[config.mk]
export PLATFORM = sky130hd
export DESIGN_NAME = fetch_pc_ctrl
export DESIGN_NICKNAME = d
export VERILOG_FILES = /design/src/rtl/fetch_pkg.sv /design/src/rtl/fetch_bht.sv /design/src/rtl/fetch_pc_ctrl.sv
export SDC_FILE = /design/constraint.sdc
export NUM_CORES = 1
export LEC_CHECK = 0
export ABC_AREA = 0
export CAP_MARGIN = 20
export CORE_ASPECT_RATIO = 0.8
export CORE_MARGIN = 8
export CORE_UTILIZATION = 41
export DETAILED_ROUTE_END_ITERATION = 16
export PLACE_DENSITY = 0.91
export RECOVER_POWER = 25
export SYNTH_ARGS = -nofsm -noshare
export SYNTH_HDL_FRONTEND = slang
export SYNTH_SLANG_ARGS = --single-unit
[constraint.sdc]
create_clock -name clk -period 6.16 [get_ports clk]
set_clock_uncertainty 0.2 [all_clocks]
set_input_delay 1.232 -clock clk [delete_from_list [all_inputs] [get_ports clk]]
set_output_delay 1.232 -clock clk [all_outputs]
set_load 0.005 [all_outputs]
[src/rtl/fetch_pkg.sv]
// Shared constants for the fetch PC-select controller: pc_sel codes, opcodes,
// BHT counter reset value and the saturating counter update.
package fetch_pkg;

    localparam logic [2:0] PC_SEL_PC4     = 3'd0;
    localparam logic [2:0] PC_SEL_BR_RES  = 3'd1;
    localparam logic [2:0] PC_SEL_JALR_X  = 3'd2;
    localparam logic [2:0] PC_SEL_BR_PRED = 3'd3;
    localparam logic [2:0] PC_SEL_JAL     = 3'd4;

    localparam logic [6:0] OPC_BRANCH = 7'b1100011;
    localparam logic [6:0] OPC_JAL    = 7'b1101111;

    localparam logic [1:0] BHT_CTR_RESET = 2'b01;

    function automatic logic [1:0] bht_sat_next(input logic [1:0] ctr, input logic taken);
        logic [1:0] nxt;
        case ({taken, ctr})
            3'b1_11: nxt = 2'b11;
            3'b0_00: nxt = 2'b00;
            3'b1_00, 3'b1_01, 3'b1_10: nxt = ctr + 2'd1;
            3'b0_01, 3'b0_10, 3'b0_11: nxt = ctr - 2'd1;
            default: nxt = BHT_CTR_RESET;
        endcase
        return nxt;
    endfunction

endpackage

[src/rtl/fetch_bht.sv]
// Branch history table: 2-bit saturating counters, async read, sync update.
// Only compiled when FETCH_BHT_EN is defined.
`ifdef FETCH_BHT_EN
module fetch_bht
    import fetch_pkg::*;
#(
    parameter int IDX_BITS = 6
) (
    input  logic                clk,
    input  logic                rst,
    input  logic [IDX_BITS-1:0] rd_idx_i,
    output logic [1:0]          rd_ctr_o,
    input  logic                wr_en_i,
    input  logic [IDX_BITS-1:0] wr_idx_i,
    input  logic                wr_taken_i
);

    localparam int ENTRIES = 1 << IDX_BITS;

    logic [1:0] ctr_q [ENTRIES];

    // Counter array; reset forces every entry to weakly not-taken.
    always_ff @(posedge clk or posedge rst) begin
        if (rst) begin
            for (int i = 0; i < ENTRIES; i++) begin
                ctr_q[i] <= BHT_CTR_RESET;
            end
        end else if (wr_en_i) begin
            ctr_q[wr_idx_i] <= bht_sat_next(ctr_q[wr_idx_i], wr_taken_i);
        end
    end

    // Read returns the pre-update value when it hits the entry being written.
    assign rd_ctr_o = ctr_q[rd_idx_i];

endmodule
`endif

[src/rtl/fetch_pc_ctrl.sv]
// Fetch-stage PC-select controller with optional BHT (macro FETCH_BHT_EN);
// without it prediction is static not-taken.
module fetch_pc_ctrl
    import fetch_pkg::*;
#(
    parameter int BHT_IDX_BITS = 6
) (
    input  logic        clk,
    input  logic        rst,
    input  logic        stall,
    input  logic [31:0] fd_inst,
    input  logic [31:0] fd_pc,
    input  logic        x_is_branch,
    input  logic        x_is_jalr,
    input  logic        x_br_taken,
    input  logic [31:0] x_pc,
    output logic [2:0]  pc_sel,
    output logic        br_pred_taken,
    output logic        mispredict,
    output logic        flush,
    output logic [31:0] br_count,
    output logic [31:0] mispred_count
);

    logic        fd_is_br_s;
    logic        fd_is_jal_s;
    logic        x_br_s;
    logic        x_pred_taken_s;
    logic        bht_msb_s;
    logic [2:0]  pc_sel_s;
    logic        flush_s;
    logic        mispredict_s;
    logic        br_pred_taken_s;
    logic        unused_s;

    logic        pred_valid_q, pred_valid_d;
    logic        pred_taken_q, pred_taken_d;
    logic [31:0] br_count_q, br_count_d;
    logic [31:0] mispred_count_q, mispred_count_d;

    assign fd_is_br_s     = (fd_inst[6:0] == OPC_BRANCH);
    assign fd_is_jal_s    = (fd_inst[6:0] == OPC_JAL);
    assign x_br_s         = x_is_branch & ~x_is_jalr;
    assign x_pred_taken_s = pred_valid_q & pred_taken_q;

`ifdef FETCH_BHT_EN
    logic [1:0] bht_ctr_s;

    fetch_bht #(
        .IDX_BITS (BHT_IDX_BITS)
    ) u_bht (
        .clk        (clk),
        .rst        (rst),
        .rd_idx_i   (fd_pc[BHT_IDX_BITS+1:2]),
        .rd_ctr_o   (bht_ctr_s),
        .wr_en_i    (x_br_s & ~stall),
        .wr_idx_i   (x_pc[BHT_IDX_BITS+1:2]),
        .wr_taken_i (x_br_taken)
    );

    assign bht_msb_s = bht_ctr_s[1];
    assign unused_s  = ^{fd_inst[31:7], fd_pc, x_pc};
`else
    assign bht_msb_s = 1'b0;
    assign unused_s  = ^{fd_inst[31:7], fd_pc, x_pc, fd_pc[BHT_IDX_BITS+1:2]};
`endif

    // PC-select priority: X-stage redirects outrank anything decoded in F/D.
    always_comb begin
        pc_sel_s     = PC_SEL_PC4;
        flush_s      = 1'b0;
        mispredict_s = 1'b0;
        if (x_is_jalr) begin
            pc_sel_s = PC_SEL_JALR_X;
            flush_s  = 1'b1;
        end else if (x_is_branch) begin
            pc_sel_s     = PC_SEL_BR_RES;
            mispredict_s = x_br_taken ^ x_pred_taken_s;
            flush_s      = mispredict_s;
        end else if (fd_is_jal_s) begin
            pc_sel_s = PC_SEL_JAL;
        end else if (fd_is_br_s) begin
            pc_sel_s = PC_SEL_BR_PRED;
        end else begin
            pc_sel_s = PC_SEL_PC4;
        end
    end

    assign br_pred_taken_s = fd_is_br_s & ~flush_s & bht_msb_s;

    // Next-state for in-flight prediction and the CSR counters.
    always_comb begin
        pred_valid_d    = pred_valid_q;
        pred_taken_d    = pred_taken_q;
        br_count_d      = br_count_q;
        mispred_count_d = mispred_count_q;
        if (!stall) begin
            pred_valid_d = fd_is_br_s & ~flush_s;
            pred_taken_d = br_pred_taken_s;
            if (x_br_s) begin
                br_count_d = br_count_q + 32'd1;
            end else begin
                br_count_d = br_count_q;
            end
            if (x_br_s && mispredict_s) begin
                mispred_count_d = mispred_count_q + 32'd1;
            end else begin
                mispred_count_d = mispred_count_q;
            end
        end else begin
            pred_valid_d = pred_valid_q;
        end
    end

    // State registers.
    always_ff @(posedge clk or posedge rst) begin
        if (rst) begin
            pred_valid_q    <= 1'b0;
            pred_taken_q    <= 1'b0;
            br_count_q      <= 32'd0;
            mispred_count_q <= 32'd0;
        end else begin
            pred_valid_q    <= pred_valid_d;
            pred_taken_q    <= pred_taken_d;
            br_count_q      <= br_count_d;
            mispred_count_q <= mispred_count_d;
        end
    end

    assign pc_sel        = pc_sel_s;
    assign flush         = flush_s;
    assign mispredict    = mispredict_s;
    assign br_pred_taken = br_pred_taken_s;
    assign br_count      = br_count_q;
    assign mispred_count = mispred_count_q;

endmodule
==> Word-level counts from Yosys, hierarchy flattened <==
Cells that the tools add are included.
{ "totals": {"mem_bits_ro": 0, "mem_count": 0, "ramBits": 0, "out_inout_bits": 70, "reg_bits": 64, "inputBits": 102, "latchBits": 0} }
{ "op_classes": {"addsub": 2, "n_mul": 0, "div": 0, "shift": 0, "n_bitwise": 3, "n_eq_ne": 2, "order_cmp": 0, "muxes": 7, "n_reduce_logical": 3} }
{ "ops": {"columns": ["cell", "count"], "rows": [
  ["$add A32 B1 Y32 const B", 2],
  ["$eq A7 B7 Y1 const B", 2],
  ["$mux W3", 3],
  ["$reduce_and A2 Y1", 2],
  ["$mux W1", 3],
  ["$mux W2", 1],
  ["$not A1 Y1", 2],
  ["$and A1 B1 Y1", 1],
  ["$logic_and A1 B1 Y1", 1]
]} }

==> Longest topological paths before layout <==
Gate-level depths: netlist of the first run.
{ "logic_depth": {"ltp_word": 5, "ltp_mapped": 7} }

==> Least setup slack after synthesis of the first run <==
Ideal clock, no wire load.
{ "synth_path": {"kind": "input -> output", "startpoint": "in fd_inst[6]", "endpoint": "out pc_sel[1]", "cell_stages": 3, "slack_ns": 2.953, "t_required_ns": 4.728, "n_path_buf": 0, "arrival_ns": 1.775, "cell_sequence": "nor2b_1 nand4_1 o41ai_1"} }
{ "synth_between": {"elab_chain_cells": 5} }
{ "synth_rtl": {"columns": ["item", "line", "text"], "rows": [
  ["from (decl)", "fetch_pc_ctrl.sv:11", "input logic [31:0] fd_inst,"],
  ["$eq A7 B7 Y1", "fetch_pc_ctrl.sv:41", "assign fd_is_br_s = (fd_inst[6:0] == OPC_BRANCH);"],
  ["$mux W2", "fetch_pc_ctrl.sv:82", "end else if (fd_is_br_s) begin"],
  ["$mux W3 (*)", "fetch_pc_ctrl.sv:80", "end else if (fd_is_jal_s) begin"],
  ["$mux W3 (*)", "fetch_pc_ctrl.sv:76", "end else if (x_is_branch) begin"],
  ["$mux W3 (*)", "fetch_pc_ctrl.sv:73", "if (x_is_jalr) begin"],
  ["to (decl)", "fetch_pc_ctrl.sv:17", "output logic [2:0] pc_sel,"]
]} }
Mark *: on every way between the ends. The rest lies on a longest branch, timed or not.

==> Worst setup path in the final report of the first run <==
{ "layout_path": {"startpoint": "in x_is_branch", "endpoint": "out pc_sel[1]"} }
{ "layout_between": {"elab_chain_cells": 2} }
{ "layout_rtl": {"columns": ["item", "line", "text"], "rows": [
  ["from (decl)", "fetch_pc_ctrl.sv:13", "input logic x_is_branch,"],
  ["$mux W3", "fetch_pc_ctrl.sv:76", null],
  ["$mux W3", "fetch_pc_ctrl.sv:73", null]
]} }
No other way between the ends.

==> results.py, run 1 <==
metrics = {
    "setup_path": {
        "crit_type": "in2out",
        "worstPathMaxFanout": 8,
        "crit_start": "x_is_branch",
        "cp-start-kind": "input port",
        "critPathMaxStageDelay_ns": 0.66,
        "r2r-start": "mispred_count[0]",
        "endpoint_kind": "output port",
        "cp.arrival_ns": 2.80,
        "critPathRequiredTime_ns": 4.73,
        "crit_chain": "dlygate4sd3_1, o41ai_1, clkdlybuf4s50_1",
        "crit_path_top_delay_cell": "dlygate4sd3_1",
    },
    "global_routing": {
        "grt_use_total_pct": 14.0,
        "gr-total-overflow": 0,
        "grt_max_degree": 65,
        "grt_pass1_wl_mm": 11.3,
        "antenna_found_initial": 0,
        "grt_pass1_vias": 2287,
    },
    "finish": {
        "nets": 448,
        "n_antenna_cell": 0,
        "layout-drive-gt1-share_pct": 6.59,
        "n_fill_cell": 583,
        "syn_to_final_growth_pct": 39.8,
    },
    "sta": {
        "fmax_mhz": 236,
        "hold_slack_ns": 0.275,
        "setup_tns_ns": 0,
        "final_max_slew_viol_count": 0,
        "worstMarginPinSlew_ns": 0.797,
        "timing.final.ws_setup_ns": 1.92,
        "hold_viol": 0,
        "post-route-min-period_ns": 4.24,
        "setup_viol": 0,
        "maxSlewHeadroom_pct": 46.8,
        "fin_crit_sh_pct": 68.8,
        "rsz0062_at_grt": "no",
    },
    "logic_synthesis": {
        "yosys.area.top_type": "dfrtp_1",
        "syn_nets": 358,
        "synth_area_leaders": "dfrtp_1, xnor2_1, nand4_1, xor2_1, and3_1",
        "synth.top_cell.area_share_pct": 54.9,
        "yosysUniqueCellTypes": 27,
        "ys.warnings.count": 0,
        "seq_area_frac_synth_pct": 54.9,
        "syn-cell-area_um2": 2920,
        "syn_avg_cell_area_um2": 11.5,
        "synth-seq-cells": 64,
        "postSynthCellCount": 254,
    },
    "power": {
        "pwr-share-clk_pct": 42.2,
        "comb_power_share_pct": 12.0,
        "p_sw_share_pct": 24.2,
        "p_leak_nw": 1.76,
        "vdd_drop_max_mv": 0.123,
        "seqPwrFrac_pct": 45.8,
        "power_per_cell_area_nw_per_um2": 261,
        "p_int_w": 0.000806,
        "p_sw_w": 0.000257,
    },
    "placement": {
        "place_congestion": 0.779,
        "port_buffers": 81,
        "hpwlAfterDp_mm": 5.06,
        "dp_slack_ns": 1.93,
    },
    "routing": {
        "drt-total-wl_mm": 6.91,
        "dr.pass1.iters": 4,
        "ant_nets": 0,
        "drt_iter0_markers": 66,
        "drc": 0,
        "vias_per_cell": 5.15,
        "vias": 2244,
        "routedWlPerCell_um": 15.8,
    },
    "cts": {
        "root_buffer": "clkbuf_8",
        "clk_pin_slew_ns": 0.08,
        "cts_tree": "built",
        "cts_hold_buffers": 0,
        "cts.repair.resized": 0,
        "cts_sinks": 64,
        "cts_buffers": 9,
        "clkLatencyLatePin_ns": 0.33,
        "clock_path_buffers": 2,
        "cts_setup_buffers": 0,
        "h-tree-depth": 3,
    },
    "flow_run": {
        "drv_cap": 0,
    },
    "floorplanning": {
        "start_util_pct": 42.3,
        "coreArea_um2": 6890,
        "fp.dieH_um": 91.5,
        "rows": 27,
        "io_pins": 172,
        "die_x_um": 110,
        "die_area_um2": 10100,
    },
    "status": {
        "status": "finished, final reports clean",
    },
    "min_path": {
        "hold_start": "mispred_count[31]",
        "hold_class": "reg2reg",
    },
}
## kinds of logic after synthesis
| group | count (synthesis) | share of synthesized area, % |
|---|---|---|
| AND/OR/NAND/NOR | 117 | 23.8 |
| other | 1 | 0.129 |
| XOR/XNOR | 62 | 18.6 |
| adder cells (fa/ha/maj) | 2 | 0.857 |
| AO/OA/AOI/OAI | 1 | 0.300 |
| multiplexers | 1 | 0.386 |
| buffers and inverters | 6 | 0.986 |
| flip-flops | 64 | 54.9 |
## worst max-delay path, delay by kind of cell
family	cells	cell delay, ns
compound gates	1	0.34
buf+inv	2	1.23
## per-stage QoR
stage	util, %	power, W	cell area [um2]	cells
floorplan	-	0.000537	2920	254
global placement	55.5	0.000619	3830	420
detailed placement	55.5	0.000623	3830	420
CTS	59.2	0.00108	4080	436
global route	59.2	0.00111	4080	436
finish	59.2	0.00106	4080	436
## placed cells by master (no fill, tap or decap), types with 2 or more instances in the layout
master and instances:
xor2_1 14, ha_1 2, inv_1 2, nor2_1 11, nor3_1 5, clkinvlp_4 2, xnor2_1 48, nand4_1 26
and3_1 15, and4_1 6, dlygate4sd3_1 2, clkdlybuf4s50_1 79, dfrtp_1 64, and2_1 2, nand2_1 25, clkbuf_8 10
nand3_1 18, bufinv_16 3
## power by group through the flow
| stage | logic [W] | clock network (W) | registers (W) |
|---|---|---|---|
| after global routing | 0.000143 | 0.000480 | 0.000492 |
| final | 0.000128 | 0.000449 | 0.000487 |
| after floorplan | 0.0000490 | 0 | 0.000488 |
| after global placement | 0.000127 | 0 | 0.000492 |
| after CTS | 0.000131 | 0.000459 | 0.000486 |
| after detailed placement | 0.000130 | 0 | 0.000493 |
## flip-flops by register name (all words and copies together), names as in the netlist
name and cells:
br_count 32, mispred_count 32
## metal layers
metal	vias up	part of all wire (%)	global-route usage, %
met1	1094	43	16.5
met5	-	0	0
li1	1075	-	-
met3	4	8.3	6.21
met4	0	0.70	3.99
met2	71	48	22.2
## area by class of cell
class / count / area (um2) / share of cell area (%)
flip-flops and latches: 64 / 1600 / 39.3
multi-input cells: 184 / 1290 / 31.6
clock inverters: 6 / 114 / 2.79
repair buffers: 82 / 818 / 20.1
inverters: 3 / 11.3 / 0.276
clock buffers: 10 / 138 / 3.37
well taps: 87 / 109 / 2.67
## Yosys cell counts
library cell and instances:
buf_4 1, and4bb_2 1, dfrtp_1 64, ha_1 2, or4_4 1, and3_1 15
nor4_1 1, o41ai_1 1, nor2_1 11, nor4_4 1, buf_2 2, nor4_2 1
and2_1 2, nor3b_1 1, xnor2_1 48, nor2b_1 1, inv_1 3, mux2_2 1
nor3_1 5, nand2_1 25, nor3b_4 1, nand3_1 18, xor2_1 14, nand4bb_4 1
and4_1 6, nand4_1 26, conb_1 1
## worst paths after layout
kind                       depth (start not counted)  slack, ns                end
hold / removal                                     1       0.27  mispred_count[31]
max in group asynchronous                          3       3.85        br_count[9]
min in group asynchronous                          3       1.37  mispred_count[18]
setup reg to reg                                   6       3.86  mispred_count[24]
setup / recovery                                   3       1.92          pc_sel[1]
hold reg to reg                                    1       0.27  mispred_count[31]
(Power assumes the default switching activity.)
==> inputs of run 2 (changes only) <==
--- a/config.mk
+++ b/config.mk
@@ -9,9 +9,9 @@
 export CAP_MARGIN = 20
 export CORE_ASPECT_RATIO = 0.8
 export CORE_MARGIN = 8
-export CORE_UTILIZATION = 41
+export CORE_UTILIZATION = 34
 export DETAILED_ROUTE_END_ITERATION = 16
-export PLACE_DENSITY = 0.91
+export PLACE_DENSITY = 0.82
 export RECOVER_POWER = 25
 export SYNTH_ARGS = -nofsm -noshare
 export SYNTH_HDL_FRONTEND = slang
==> constraint.sdc (replaced) <==
create_clock -name clk -period 3.8 [get_ports clk]
set_clock_uncertainty 0.2 [all_clocks]
set_input_delay 0.76 -clock clk [delete_from_list [all_inputs] [get_ports clk]]
set_output_delay 0.76 -clock clk [all_outputs]
set_load 0.005 [all_outputs]
==> run 2 against run 1 <==
The flow now finishes with violations (capacitance limit, slew limit). Largest power group is now the clock network. Sequential share of layout area is 0.86 points lower. Sequential power up 62%. Flip-flop and latch count unchanged. Register-to-register slack worse by 2.4 ns. Worst hold slack improved by 0.0060 ns.
==> results.py, run 2 (synthesis gave the netlist of run 1 again) <==
metrics = {
    "status": {
        "status": "complete, but fails checks",
        "violations": "capacitance limit, slew limit",
    },
    "cts": {
        "cts_buffers": 9,
        "cts.repair.resized": 0,
        "clk_pin_slew_ns": 0.07,
        "root_buffer": "clkbuf_8",
        "h-tree-depth": 3,
        "cts_tree": "built",
        "clock_path_buffers": 2,
        "clkLatencyLatePin_ns": 0.33,
        "cts_hold_buffers": 0,
        "cts_setup_buffers": 0,
        "cts_sinks": 64,
    },
    "global_routing": {
        "grt_pass1_wl_mm": 11.8,
        "grt_use_total_pct": 12.3,
        "use_met1_pct": 15.0,
        "use_met2_pct": 18.9,
        "busiest_layer": "met2",
        "grt_pass1_vias": 2339,
        "use_met3_pct": 4.91,
        "gr-total-overflow": 0,
        "antenna_found_initial": 0,
        "grt_max_degree": 65,
    },
    "setup_path": {
        "critPathMaxStageDelay_ns": 0.57,
        "cpLargestDelayFamily": "buffers and inverters",
        "crit_type": "in2out",
        "critPathRequiredTime_ns": 2.84,
        "cp-start-kind": "input port",
        "cp.arrival_ns": 2.34,
        "crit_chain": "clkdlybuf4s50_1, nor2b_1, nand4_1, o41ai_1, clkdlybuf4s50_1",
        "worstPathMaxFanout": 3,
        "crit_path_top_delay_cell": "clkdlybuf4s50_1",
        "endpoint_kind": "output port",
        "critPathMostFrequentCell": "clkdlybuf4s50_1",
        "critPathBufInv": 2,
    },
    "floorplanning": {
        "start_util_pct": 34.7,
        "io_pins": 172,
        "rows": 30,
        "fp.dieH_um": 98.9,
        "die_area_um2": 11800,
        "die_x_um": 120,
        "coreArea_um2": 8410,
    },
    "power": {
        "p_int_w": 0.00142,
        "power_w": 0.00184,
        "p_leak_nw": 1.80,
        "seqPwrFrac_pct": 42.8,
        "vdd_drop_max_mv": 0.249,
        "pwr-share-clk_pct": 45.8,
        "power_per_cell_area_nw_per_um2": 442,
        "p_sw_w": 0.000420,
        "comb_power_share_pct": 11.3,
        "p_sw_share_pct": 22.8,
    },
    "sta": {
        "setup_tns_ns": 0,
        "fmax_mhz": 303,
        "hold_viol": 0,
        "maxSlewHeadroom_pct": -4.15,
        "final_max_slew_viol_count": 65,
        "post-route-min-period_ns": 3.30,
        "rsz0062_at_grt": "no",
        "hold_slack_ns": 0.281,
        "fin_crit_sh_pct": 86.7,
        "setup_viol": 0,
        "worstMarginPinSlew_ns": 1.56,
    },
    "routing": {
        "dr.pass1.iters": 4,
        "routedWlPerCell_um": 14.9,
        "vias": 2243,
        "drt-total-wl_mm": 6.91,
        "drt_iter0_markers": 75,
        "vias_per_cell": 4.83,
        "ant_nets": 0,
        "drc": 0,
    },
    "finish": {
        "final_cell_mix": "clkdlybuf4s50_1, dfrtp_1, xnor2_1, nand4_1, nand2_1",
        "stdcell_area_um2": 4170,
        "final_common_cell": "clkdlybuf4s50_1",
        "layout-drive-gt1-share_pct": 7.67,
        "n_fill_cell": 783,
        "nets": 451,
        "syn_to_final_growth_pct": 42.9,
        "n_antenna_cell": 0,
    },
    "min_path": {
        "hold_class": "reg2reg",
    },
    "placement": {
        "hpwlAfterDp_mm": 5.08,
        "dpl_cell_area_um2": 3890,
        "place_congestion": 0.774,
        "port_buffers": 81,
    },
    "flow_run": {
        "drv_cap": 1,
    },
}
## run 2: power groups by stage
stage / sequential, W / combinational [W] / clock, W
floorplan: 0.000792 / 0.0000795 / 0
CTS: 0.000789 / 0.000217 / 0.000870
global placement: 0.000798 / 0.000211 / 0
global route: 0.000797 / 0.000236 / 0.000898
detailed placement: 0.000800 / 0.000214 / 0
finish: 0.000789 / 0.000209 / 0.000844
## run 2: worst paths after layout
path / start / cells past startpoint / to / slack (ns)
setup / recovery: fd_inst[6] / 5 / pc_sel[1] / 0.50
max in group asynchronous: rst / 3 / mispred_count[2] / 1.26
hold reg to reg: br_count[31] / 1 / br_count[31] / 0.28
min in group asynchronous: rst / 3 / mispred_count[14] / 1.19
hold / removal: br_count[31] / 1 / br_count[31] / 0.28
setup reg to reg: mispred_count[0] / 6 / mispred_count[24] / 1.48
## run 2: layout make-up
class	instances	area, um2	area share (%)
Sequential cell	64	1600	38.4
Multi-Input combinational cell	184	1290	30.9
Timing Repair Buffer	85	838	20.1
Clock inverter	7	168	4.02
Tap cell	112	140	3.36
Clock buffer	9	124	2.97
Inverter	3	11.3	0.270
## run 2: through the flow
| step | setup slack [ns] | util (%) | cells |
|---|---|---|---|
| 6_report | 0.504 | 49.6 | 464 |
| 5_1_grt | 0.333 | 49.6 | 464 |
| 4_1_cts | 0.484 | 49.8 | 464 |
| 3_5_place_dp | 0.510 | 46.3 | 448 |
| 3_3_place_gp | 0.530 | 46.3 | 448 |
| 2_1_floorplan | 1.24 | - | 254 |
## run 2: per-layer routing
metal,vias to the layer above,wire length [um]
met5,-,0
met4,0,111
met2,66,3190
met1,1091,3130
li1,1077,-
met3,9,481
